[src/rtl/pipe_pkg.sv]
// -----------------------------------------------------------------------------
// pipe_pkg
//   Shared definitions for the inter-stage pipeline registers.
//   - Payload field offsets so every stage packs/unpacks the opaque payload
//     bus the same way (result, store value / PC, destination, control bits).
//   - Occupancy encodings reported by pipe_stage_skid_reg.
//   - Skid-buffer state encoding, laid out as {skid_valid, main_valid}.
//   - pack_payload(): helper that builds a default-width payload word.
// -----------------------------------------------------------------------------
package pipe_pkg;

   // Payload field widths
   localparam int RES_W   = 32;
   localparam int STV_W   = 32;
   localparam int PC_W    = 32;
   localparam int DEST_W  = 4;
   localparam int CTRL_W  = 3;

   // Payload field offsets. Stages that carry a PC instead of a store value
   // reuse the store-value slot, so PC_LSB aliases STV_LSB.
   localparam int RES_LSB   = 0;
   localparam int STV_LSB   = RES_LSB + RES_W;
   localparam int PC_LSB    = STV_LSB;
   localparam int DEST_LSB  = STV_LSB + STV_W;
   localparam int CTRL_LSB  = DEST_LSB + DEST_W;
   localparam int SPARE_LSB = CTRL_LSB + CTRL_W;

   // Default payload width: 32 res + 32 st_val + 4 dest + 3 ctrl + 1 spare
   localparam int PAYLOAD_W_DEF = SPARE_LSB + 1;

   // Occupancy encodings
   localparam logic [1:0] OCC_EMPTY = 2'd0;
   localparam logic [1:0] OCC_ONE   = 2'd1;
   localparam logic [1:0] OCC_TWO   = 2'd2;

   // Skid-buffer state, encoded as {skid_valid, main_valid}
   typedef enum logic [1:0] {
      ST_EMPTY = 2'b00,
      ST_FULL1 = 2'b01,
      ST_BAD   = 2'b10,   // skid held without main: never reached
      ST_FULL2 = 2'b11
   } skid_state_e;

   // Build a default-width payload word from its fields; spare bit is zero.
   function automatic logic [PAYLOAD_W_DEF-1:0] pack_payload(
      input logic [RES_W-1:0]  res,
      input logic [STV_W-1:0]  stv,
      input logic [DEST_W-1:0] dest,
      input logic [CTRL_W-1:0] ctrl
   );
      logic [PAYLOAD_W_DEF-1:0] p;
      p                          = '0;
      p[RES_LSB  +: RES_W]       = res;
      p[STV_LSB  +: STV_W]       = stv;
      p[DEST_LSB +: DEST_W]      = dest;
      p[CTRL_LSB +: CTRL_W]      = ctrl;
      return p;
   endfunction

endpackage

[src/rtl/sat_counter.sv]
// -----------------------------------------------------------------------------
// sat_counter
//   Up-counter that sticks at its all-ones value. Cleared only by reset.
// Ports
//   clk   in   1      rising-edge clock
//   rst   in   1      asynchronous, active-low reset (clears the count)
//   inc   in   1      add one this cycle (ignored once saturated)
//   cnt   out  CNT_W  current count
// -----------------------------------------------------------------------------
module sat_counter
   import pipe_pkg::*;
#(
   parameter int CNT_W = 16
) (
   input  logic             clk,
   input  logic             rst,
   input  logic             inc,
   output logic [CNT_W-1:0] cnt
);

   localparam logic [CNT_W-1:0] CNT_ONE = CNT_W'(1);

   function automatic logic [CNT_W-1:0] sat_inc(input logic [CNT_W-1:0] v);
      return (&v) ? v : v + CNT_ONE;
   endfunction

   always_ff @(posedge clk or negedge rst) begin
      if (!rst) begin
         cnt <= '0;
      end else if (inc) begin
         cnt <= sat_inc(cnt);
      end
   end

endmodule

[src/rtl/pipe_stage_skid_reg.sv]
// -----------------------------------------------------------------------------
// pipe_stage_skid_reg
//   Generic inter-stage pipeline register (ID/EX, EX/MEM, MEM/WB) with
//   valid/ready flow control, freeze, flush, and an optional second (skid)
//   entry so that in_ready comes straight from a flop. Also counts cycles of
//   downstream back-pressure for performance debug.
//
// Parameters
//   PAYLOAD_W  width of the opaque payload bus
//   SKID       1: main + skid entries, in_ready from a register
//              0: single entry, in_ready = ~main_valid | out_ready
//   CNT_W      width of the saturating stall counter
//
// Ports
//   clk        in   1          rising-edge clock
//   rst        in   1          asynchronous, active-low reset
//   freeze     in   1          hold all state; in_ready=0, out_valid=0
//   flush      in   1          synchronous kill of all held entries
//   in_valid   in   1          upstream entry valid
//   in_ready   out  1          block accepts entry this cycle
//   in_data    in   PAYLOAD_W  upstream payload
//   out_valid  out  1          downstream entry valid
//   out_ready  in   1          downstream accepts entry this cycle
//   out_data   out  PAYLOAD_W  downstream payload (main register)
//   occupancy  out  2          entries held (0..2)
//   stall_cnt  out  CNT_W      cycles with out_valid & ~out_ready, saturating
// -----------------------------------------------------------------------------
module pipe_stage_skid_reg
   import pipe_pkg::*;
#(
   parameter int PAYLOAD_W = 72,
   parameter bit SKID      = 1'b1,
   parameter int CNT_W     = 16
) (
   input  logic                 clk,
   input  logic                 rst,
   input  logic                 freeze,
   input  logic                 flush,
   input  logic                 in_valid,
   output logic                 in_ready,
   input  logic [PAYLOAD_W-1:0] in_data,
   output logic                 out_valid,
   input  logic                 out_ready,
   output logic [PAYLOAD_W-1:0] out_data,
   output logic [1:0]           occupancy,
   output logic [CNT_W-1:0]     stall_cnt
);

   logic                 in_fire;
   logic                 out_fire;
   logic                 flush_eff;
   logic                 stall_inc;

   // Main entry: shared by both modes; the mode-specific logic below only
   // decides its next valid bit, whether it loads, and from where.
   logic                 main_v;
   logic                 main_v_d;
   logic                 main_ld;
   logic [PAYLOAD_W-1:0] main_d;
   logic [PAYLOAD_W-1:0] main_data;

   logic                 skid_v;

   // Freeze masks both handshakes, so no transfer can happen while frozen;
   // the only thing that could still move state is flush, which freeze beats.
   assign out_valid = main_v & ~freeze;
   assign out_data  = main_data;
   assign in_fire   = in_valid & in_ready;
   assign out_fire  = out_valid & out_ready;
   assign flush_eff = flush & ~freeze;

   always_ff @(posedge clk or negedge rst) begin
      if (!rst) begin
         main_v    <= 1'b0;
         main_data <= '0;
      end else begin
         main_v <= main_v_d;
         if (main_ld) begin
            main_data <= main_d;
         end
      end
   end

   generate
      if (SKID) begin : g_skid
         logic                 skid_v_r;
         logic                 skid_v_d;
         logic                 skid_ld;
         logic [PAYLOAD_W-1:0] skid_data;
         skid_state_e          state;

         assign state    = skid_state_e'({skid_v_r, main_v});
         // Only the skid flop (and freeze) decide in_ready; nothing from
         // downstream reaches it combinationally.
         assign in_ready = ~skid_v_r & ~freeze;
         assign skid_v   = skid_v_r;

         always_comb begin
            main_v_d = main_v;
            main_ld  = 1'b0;
            main_d   = in_data;
            skid_v_d = skid_v_r;
            skid_ld  = 1'b0;
            if (flush_eff) begin
               // Kill both entries; data registers are left untouched.
               main_v_d = 1'b0;
               skid_v_d = 1'b0;
            end else begin
               case (state)
                  ST_EMPTY: begin
                     if (in_fire) begin
                        main_v_d = 1'b1;
                        main_ld  = 1'b1;
                     end
                  end
                  ST_FULL1: begin
                     if (in_fire && out_fire) begin
                        main_ld = 1'b1;
                     end else if (in_fire) begin
                        // Downstream stalled: park the newer entry in skid.
                        skid_v_d = 1'b1;
                        skid_ld  = 1'b1;
                     end else if (out_fire) begin
                        main_v_d = 1'b0;
                     end
                  end
                  ST_FULL2: begin
                     // in_ready is low here, so only the drain can happen;
                     // skid is always younger than main, so it moves up.
                     if (out_fire) begin
                        main_ld  = 1'b1;
                        main_d   = skid_data;
                        skid_v_d = 1'b0;
                     end
                  end
                  ST_BAD: begin
                     // Unreachable; recover by promoting the skid entry.
                     main_v_d = 1'b1;
                     main_ld  = 1'b1;
                     main_d   = skid_data;
                     skid_v_d = 1'b0;
                  end
               endcase
            end
         end

         always_ff @(posedge clk or negedge rst) begin
            if (!rst) begin
               skid_v_r  <= 1'b0;
               skid_data <= '0;
            end else begin
               skid_v_r <= skid_v_d;
               if (skid_ld) begin
                  skid_data <= in_data;
               end
            end
         end

         a_no_orphan_skid: assert property (
            @(posedge clk) disable iff (!rst) !(skid_v_r && !main_v)
         );
      end else begin : g_noskid
         assign skid_v   = 1'b0;
         // Pass-through ready: a full entry can be replaced in the same
         // cycle it is consumed.
         assign in_ready = (~main_v | out_ready) & ~freeze;

         always_comb begin
            main_d  = in_data;
            main_ld = in_fire & ~flush_eff;
            if (flush_eff) begin
               main_v_d = 1'b0;
            end else if (in_fire) begin
               main_v_d = 1'b1;
            end else if (out_fire) begin
               main_v_d = 1'b0;
            end else begin
               main_v_d = main_v;
            end
         end
      end
   endgenerate

   always_comb begin
      case ({skid_v, main_v})
         2'b00:   occupancy = OCC_EMPTY;
         2'b11:   occupancy = OCC_TWO;
         default: occupancy = OCC_ONE;
      endcase
   end

   // out_valid already carries ~freeze, so frozen cycles do not count.
   assign stall_inc = out_valid & ~out_ready;

   sat_counter #(
      .CNT_W (CNT_W)
   ) u_stall_cnt (
      .clk (clk),
      .rst (rst),
      .inc (stall_inc),
      .cnt (stall_cnt)
   );

   // A presented entry must not change until it is taken.
   a_out_stable: assert property (
      @(posedge clk) disable iff (!rst)
         (out_valid && !out_ready) |=> $stable(out_data)
   );

endmodule

[config.mk]
export PLATFORM = sky130hd
export DESIGN_NAME = pipe_stage_skid_reg
export DESIGN_NICKNAME = d
export VERILOG_FILES = /design/src/rtl/pipe_pkg.sv /design/src/rtl/sat_counter.sv /design/src/rtl/pipe_stage_skid_reg.sv
export SDC_FILE = /design/constraint.sdc
export NUM_CORES = 1
export LEC_CHECK = 0
export BUFFER_PORTS_ARGS = -buffer_cell sky130_fd_sc_hd__buf_2
export CAP_MARGIN = 20
export CORE_UTILIZATION = 30
export DETAILED_ROUTE_END_ITERATION = 8
export GPL_ROUTABILITY_DRIVEN = 0
export SLEW_MARGIN = 20
export SYNTH_ARGS = -nofsm -noshare
export SYNTH_HDL_FRONTEND = slang
export SYNTH_SLANG_ARGS = --single-unit
[constraint.sdc]
create_clock -name clk -period 2.4 [get_ports clk]
set_input_delay 0.12 -clock clk [delete_from_list [all_inputs] [get_ports clk]]
set_output_delay 0.12 -clock clk [all_outputs]
set_load 0.01 [all_outputs]
# Word level (Yosys, flattened, before mapping)
# Index checks and enable logic that the tools add are counted.
# classes
n_addsub,1
eq_ne,9
n_mux,21
n_bitwise,10
n_reduce_logical,8
# op_table
op,count
72-bit 2-to-1 mux,2
72-bit case mux with 2 select lines,1
3-bit inequality test (second input constant),6
16-bit by 1-bit adder with 16-bit output (second input constant),1
16-bit AND reduction,1
1-bit 2-to-1 mux,14
4-bit nonzero test,2
1-bit AND,6
1-bit case mux with 3 select lines,2
5-bit AND reduction,1
2-bit == test (second input constant),2
1-bit inverter,4
1-bit case mux with 4 select lines,1
2-bit case mux with 2 select lines,1
4-bit AND reduction,1
2-bit by 1-bit == test with 1-bit output (second input constant),1
2-bit logical NOT,1
2-bit AND reduction,1
1-bit logical AND,1
# totals
ff_bits,162
input_bits,78
out_inout_bits,92
wordCells,54

# Logic depth before layout (Yosys ltp)
# Gate-level depths: netlist of the first run.
# logic_depth
ltp_word,8
mapped_depth,7
mapped_depth_nobuf,6

# By module
# A second synthesis of the first run with hierarchy kept.
# hier_totals
cells_unflattened,500
hier_area_um2,7312.0
# by_module_without_submodules
module,n_inst,cells_per_inst,area_per_inst_um2,seq_area_each_um2
pipe_stage_skid_reg,1,425,6471.2,3653.5
sat_counter,1,75,840.8,400.4

# Worst setup path before layout of the first run
# OpenSTA, ideal clock, no wires.
# synth_timing
path_type,register to register
startpoint,reg main_v
endpoint,reg main_data[22] (netlist: out_data[22])
setup_time_ns,0.125
arrival_time_ns,1.920
required_time_ns,2.275
slack_ns,0.356
path_stages_with_launch,7
n_path_buf,1
synth_period_minus_slack_ns,2.044
cell_sequence,dfrtp_1 > ha_1 > and4b_1 > o21ai_1 > o32ai_4 > buf_8 > mux2_2
# synth_between
elab_chain_len,6
word_cells_on_any_way,14
classes_between,3 x eq/ne; 7 x mux; 2 x bitwise; 2 x reduce/logical
# synth_lines
element,line,source
"start, declared",pipe_stage_skid_reg.sv:56,logic main_v;
"start signal, assigned",pipe_stage_skid_reg.sv:77,main_v <= main_v_d;
1-bit AND,pipe_stage_skid_reg.sv:66,assign out_valid = main_v & ~freeze;
1-bit AND,pipe_stage_skid_reg.sv:69,assign out_fire = out_valid & out_ready;
1-bit logical AND,pipe_stage_skid_reg.sv:117,if (in_fire && out_fire) begin
1-bit 2-to-1 mux,pipe_stage_skid_reg.sv:117,
1-bit case mux with 4 select lines,pipe_stage_skid_reg.sv:109,case (state)
1-bit 2-to-1 mux,pipe_stage_skid_reg.sv:104,if (flush_eff) begin
"end signal, assigned",pipe_stage_skid_reg.sv:79,main_data <= main_d;
"end, declared",pipe_stage_skid_reg.sv:60,logic [PAYLOAD_W-1:0] main_data;
# Several ways; a longest one is shown, not always the timed one.
# A chain may end at the register's enable or synchronous reset.

# Final worst setup path of the first run
# layout_timing
startpoint,reg main_v
endpoint,reg main_data[47] (netlist: out_data[47])
# Same word-level chain as after synthesis.

==> flow_summary_export.csv, run 1 <==
group,metric,value,unit
worst_setup_path,rrSetupSlack,0.14,ns
synth,synth_compound_area_share,10.03,%
worst_hold_path,hold_depth,4,
layout,area_growth,36.18,%
synth,synth_edf_count,0,
sta,finalHoldViolations,0,
worst_hold_path,worstHoldEndpoint,"main_v$_DFFE_PN0P_",
global_route,grt_pass1_vias,5055,
layout,drive_gt1_share,48.61,%
floorplanning,die-height,156.7,um
layout,fin_cells,1072,
layout,layout_commonest_cell,"buf_2",
sta,slew_violations,0,
synth,synth_fa_ha_area_share,0.8711,%
worst_setup_path,reg2reg_depth,6,
global_route,grtUsageMet3,3.212,%
synth,yosys_warnings,0,
sta,setup_slack,0.1414,ns
synth,yosys.area_share.simple,4.530,%
floorplanning,fp-row-count,56,
sta,period_minus_slack,2.259,ns
clock_tree,cts.sinks,162,
synth,synth_cells,496,
global_route,grtUsageTotal,13.88,%
clock_tree,cts_resized,0,
synth,ys_seq_area_share,56.45,%
sta,rsz0062_at_grt,"no",
layout,final_nets,823,
floorplanning,ios,170,
synth,synthFlopType,"dfrtp_1",
drt,vias,4948,
sta,holdWs,0.09311,ns
drt,route.detailed.drc,0,
worst_hold_path,holdCritStartpoint,"flush",
clock_tree,clock-root-buffer,"clkbuf_16",
layout,layout_common_cells,"168 x buf_2, 162 x dfrtp_1, 135 x mux2_2",
placed_design,dp_cells,967,
synth,synthMuxAreaShare,23.82,%
global_route,grt_max_degree,75,
placed_design,numPortBuffers,169,
floorplanning,initial_utilization,30.60,%
global_route,use_met2,22.14,%
power_and_ir_drop,powerDensity,1224,nW/um2
synth,syn_nets,579,
synth,async_flop_share,100.0,%
synth,ys_ff_latch,162,
clock_tree,clkSlewWorstSetupHoldPaths,0.07,ns
worst_setup_path,cp_max_fo,42,
worst_setup_path,cp-start-kind,"flip-flop",
worst_setup_path,cp_data_required_time,2.70,ns
floorplanning,die_w,156.7,um
drt,wirelength,16.53,mm
synth,avgSynthCellArea,14.48,um2
clock_tree,clk_latency,0.42,ns
layout,diodes,0,
clock_tree,cts_buffers,17,
run,cap_viol_max_count,0,
worst_setup_path,critPathArrivalTime,2.56,ns
sta,setup_viol,0,
clock_tree,cts_tree,"done",
worst_setup_path,r2r_start,"main_v$_DFFE_PN0P_",
synth,synth_cell_types,40,
power_and_ir_drop,vdd_ir_drop_max,0.5231,mV
clock_tree,cts.htree.levels,4,
worst_setup_path,end_kind,"flip-flop",
placed_design,place_ws,0.1687,ns
worst_setup_path,crit_type,"flip-flop to flip-flop",
power_and_ir_drop,leakagePower,4.766,nW
sta,relSlewSlack,64.74,%
layout,nFillCells,2175,
global_route,met1_usage,18.22,%
sta,max_freq,442.8,MHz
global_route,grt-busiest-layer,"met2",
global_route,grt_pass1_wl,26.68,mm
synth,syn_area,7182,um2
drt,first_pass_iters,4,
worst_hold_path,hold_class,"input pin to flip-flop",
sta,finalCritPeriodShare,94.11,%
status,status,"complete, no violations",
floorplanning,die_area,24560,um2
global_route,antenna_found_initial,0,
global_route,gr-total-overflow,0,
placed_design,hpwlAfterDp,10.42,mm
sta,worst_slew_pin_slew,0.5290,ns
clock_tree,clk_path_buf_depth,2,
sta,fin_tns_setup,0,ns
sta,clock_skew,0.006932,ns
synth,synth_xor_area_share,1.585,%
synth,synth_top_family_by_area,"multiplexers",
drt,first_iter_violations,181,
drt,post_drt_wl_per_cell,15.42,um
floorplanning,core,23470,um2
drt,antenna_left,0,
drt,via_per_inst,4.616,
worst_setup_path,reg2reg_to,"out_data[47]$_DFFE_PN0P_",
==> where the power goes <==
group / total [W] / internal [W] / switching (W)
combinational: 0.00445 / 0.00247 / 0.00198
sequential: 0.00470 / 0.00403 / 0.000671
clock: 0.00282 / 0.00167 / 0.00115
total: 0.0120 / 0.00817 / 0.00380
==> stage by stage <==
| step | util, % | total power [W] | instance area [um2] |
|---|---|---|---|
| 2_1_floorplan | - | 0.007694 | 7182 |
| 3_3_place_gp | 35.99 | 0.009054 | 8448 |
| 3_5_place_dp | 35.99 | 0.009162 | 8448 |
| 4_1_cts | 41.67 | 0.01215 | 9781 |
| 5_1_grt | 41.67 | 0.01275 | 9781 |
| 6_report | 41.67 | 0.01197 | 9781 |
==> kinds of logic after synthesis <==
group	Yosys count
adders and majority gates	5
and+or+nand+nor	54
buffers and inverters	32
AOI/OAI and AO/OA	82
muxes	148
xor gates and xnor gates	13
DFF	162
==> sequential cells by signal, indices dropped and copies added, names as in the netlist <==
name              flops
main_v                1
g_skid.skid_data     72
u_stall_cnt.cnt      16
out_data             72
g_skid.skid_v_r       1
==> per-layer routing <==
layer / up-vias / wire length [um]
met5: - / 0
met4: 0 / 290
met3: 16 / 629
met2: 117 / 7963
met1: 2476 / 7651
li1: 2339 / -
==> critical path, stage by stage (launching register included) <==
cell and delay (ns):
dfrtp_1 0.49, ha_1 0.28, and4b_1 0.33, o21ai_1 0.12
o32ai_4 0.21, buf_12 0.31, mux2_2 0.38
==> layout make-up <==
class	count	area, um2	share of cell area, %
multi-input cells	302	2954	30.20
inverters	3	11.26	0.1151
clock buffers	20	446.7	4.567
flip-flops and latches	162	4054	41.45
repair buffers	254	1760	18.00
well taps	319	399.1	4.081
clock inverters	12	155.1	1.586
==> worst max path at each step <==
stage,start,to,slack [ns],cells after the start
detailed placement,main_v$_DFFE_PN0P_,out_data[34]$_DFFE_PN0P_,0.17,6
global route,main_v$_DFFE_PN0P_,out_data[47]$_DFFE_PN0P_,0.04,6
finish,main_v$_DFFE_PN0P_,out_data[47]$_DFFE_PN0P_,0.14,6
global placement,main_v$_DFFE_PN0P_,out_data[36]$_DFFE_PN0P_,0.24,6
floorplan,main_v$_DFFE_PN0P_,out_data[22]$_DFFE_PN0P_,0.36,6
CTS,main_v$_DFFE_PN0P_,out_data[52]$_DFFE_PN0P_,0.17,6
==> synthesized netlist by cell type (3+ instances only) <==
cell | n | area share [%]
nand2_1 | 5 | 0.26
mux2_4 | 12 | 2.5
inv_1 | 3 | 0.16
dfrtp_1 | 162 | 56
xor2_1 | 13 | 1.6
nand3_1 | 7 | 0.49
ha_1 | 5 | 0.87
nor2_1 | 9 | 0.47
clkbuf_1 | 7 | 0.37
nand4_1 | 6 | 0.52
buf_2 | 15 | 1.0
a22o_1 | 72 | 8.8
buf_6 | 6 | 0.94
nor3_1 | 9 | 0.63
mux2_2 | 135 | 21
==> timing repair <==
action	in CTS	in global routing
buffers inserted	0	0
endpoints found under the hold margin	234	0
hold buffers	73	0
(Power assumes the default switching activity.)
==> run 2, diff against run 1 <==
--- a/config.mk
+++ b/config.mk
@@ -10,6 +10,8 @@
 export CORE_UTILIZATION = 30
 export DETAILED_ROUTE_END_ITERATION = 8
 export GPL_ROUTABILITY_DRIVEN = 0
+export PLACE_DENSITY = 0.57
+export SETUP_SLACK_MARGIN = 0.3
 export SLEW_MARGIN = 20
 export SYNTH_ARGS = -nofsm -noshare
 export SYNTH_HDL_FRONTEND = slang
==> run 2 against run 1 <==
  * Non-clock buffer count grew 5
  * Critical endpoint is now out_data[13]$_DFFE_PN0P_
  * Critical path depth grew 1
  * Sequential power is essentially flat
==> flow_summary_export.csv, run 2 (synthesized netlist as in run 1, its figures left out) <==
group,metric,value,unit
floorplanning,fp-row-count,56,
placed_design,hpwlAfterDp,10.30,mm
global_route,grt_max_degree,84,
global_route,grt_pass1_vias,5104,
floorplanning,core,23470,um2
global_route,grt_pass1_wl,27.22,mm
worst_setup_path,cp_data_required_time,2.69,ns
clock_tree,cts_tree,"done",
placed_design,numPortBuffers,169,
drt,first_iter_violations,173,
layout,diodes,0,
clock_tree,clock-root-buffer,"clkbuf_16",
layout,finish.utilization,41.83,%
floorplanning,die-height,156.7,um
status,status,"complete, no violations",
drt,vias,4995,
drt,first_pass_iters,6,
drt,route.detailed.drc,0,
worst_setup_path,cp-start-kind,"flip-flop",
worst_setup_path,rrSetupSlack,0.37,ns
floorplanning,die_w,156.7,um
sta,slew_violations,0,
drt,via_per_inst,4.647,
layout,area_growth,36.72,%
power_and_ir_drop,powerDensity,1204,nW/um2
floorplanning,ios,170,
drt,wirelength,17.02,mm
sta,fin_tns_setup,0,ns
worst_hold_path,hold_class,"input pin to asynchronous set/reset pin",
worst_setup_path,r2r_start,"main_v$_DFFE_PN0P_",
worst_setup_path,cp_max_fo,17,
sta,setup_viol,0,
sta,clock_skew,0.009576,ns
global_route,grtUsageTotal,14.29,%
layout,nFillCells,2217,
power_and_ir_drop,vdd_ir_drop_max,0.4770,mV
floorplanning,initial_utilization,30.60,%
drt,post_drt_wl_per_cell,15.83,um
sta,finalCritPeriodShare,84.71,%
sta,finalHoldViolations,0,
drt,antenna_left,0,
run,cap_viol_max_count,0,
floorplanning,die_area,24560,um2
worst_setup_path,reg2reg_depth,7,
worst_setup_path,crit_type,"flip-flop to flip-flop",
clock_tree,clk_latency,0.42,ns
clock_tree,clkSlewWorstSetupHoldPaths,0.06,ns
clock_tree,cts.htree.levels,4,
clock_tree,cts.sinks,162,
clock_tree,cts_buffers,17,
sta,rsz0062_at_grt,"no",
layout,final_nets,828,
sta,worst_slew_pin_slew,0.5730,ns
worst_setup_path,critPathArrivalTime,2.33,ns
global_route,antenna_found_initial,0,
clock_tree,clk_path_buf_depth,2,
sta,relSlewSlack,61.72,%
sta,max_freq,491.9,MHz
layout,drive_gt1_share,50.00,%
layout,layout_common_cells,"168 x buf_2, 160 x dfrtp_1, 135 x mux2_2",
layout,layout_commonest_cell,"buf_2",
worst_setup_path,end_kind,"flip-flop",
layout,final_area,9819,um2
power_and_ir_drop,leakagePower,4.763,nW
placed_design,place_area,8448,um2
global_route,gr-total-overflow,0,
sta,period_minus_slack,2.033,ns
worst_setup_path,reg2reg_to,"out_data[13]$_DFFE_PN0P_",
run 2: how the worst max path moves through the flow:
stage               depth (start not counted)                       end               start
detailed placement                          6  out_data[57]$_DFFE_PN0P_  main_v$_DFFE_PN0P_
floorplan                                   6  out_data[22]$_DFFE_PN0P_  main_v$_DFFE_PN0P_
global route                                7  out_data[38]$_DFFE_PN0P_  main_v$_DFFE_PN0P_
CTS                                         7  out_data[13]$_DFFE_PN0P_  main_v$_DFFE_PN0P_
finish                                      7  out_data[13]$_DFFE_PN0P_  main_v$_DFFE_PN0P_
global placement                            6  out_data[37]$_DFFE_PN0P_  main_v$_DFFE_PN0P_
run 2: routing by layer:
metal | track usage (%) | up-vias | routed length [um]
met5 | 0 | - | 0
met1 | 17.98 | 2523 | 7940
li1 | - | 2351 | -
met4 | 3.828 | 0 | 151
met3 | 3.655 | 9 | 634
met2 | 24.17 | 112 | 8295
run 2: critical path: stages, from the launching register on:
cell     delay, ns
dfrtp_2       0.43
ha_2          0.25
and4b_2       0.30
o21ai_2       0.08
o32ai_4       0.14
buf_4         0.19
buf_16        0.17
mux2_2        0.34
run 2: layout make-up:
class | instances | area, um2 | share of cell area, %
timing repair buffer | 259 | 1862 | 18.96
clock inverter | 10 | 65.06 | 0.6626
multi-input combinational | 302 | 2979 | 30.34
clock buffer | 20 | 446.7 | 4.549
inverter | 3 | 11.26 | 0.1147
sequential | 162 | 4056 | 41.31
tap | 319 | 399.1 | 4.065
run 2: what timing repair did:
item	in CTS	in global routing
hold buffers	73	0
pin swaps	1	1
gates cloned	2	0
endpoints found under the setup margin	72	72
hold endpoints to repair	234	0
buffers inserted	2	1
gates resized for setup	6	9
run 2: where the power goes:
part           total (W)  switching, W  internal (W)  leakage (nW)
sequential       0.00471      0.000677       0.00403          2.00
clock            0.00243       0.00110       0.00133         0.247
combinational    0.00468       0.00205       0.00264          2.51
total             0.0118       0.00382       0.00800          4.76
run 2: through the flow:
| stage | hold slack [ns] | total power [W] | setup WS (ns) | std cells |
|---|---|---|---|---|
| floorplan | -0.1756 | 0.007694 | 0.3558 | 496 |
| CTS | 0.02883 | 0.01196 | 0.3164 | 1074 |
| global route | 0.04607 | 0.01263 | 0.2893 | 1075 |
| finish | 0.05753 | 0.01183 | 0.3670 | 1075 |
| detailed placement | -0.08422 | 0.009179 | 0.1928 | 967 |
| global placement | -0.08433 | 0.009049 | 0.2519 | 967 |
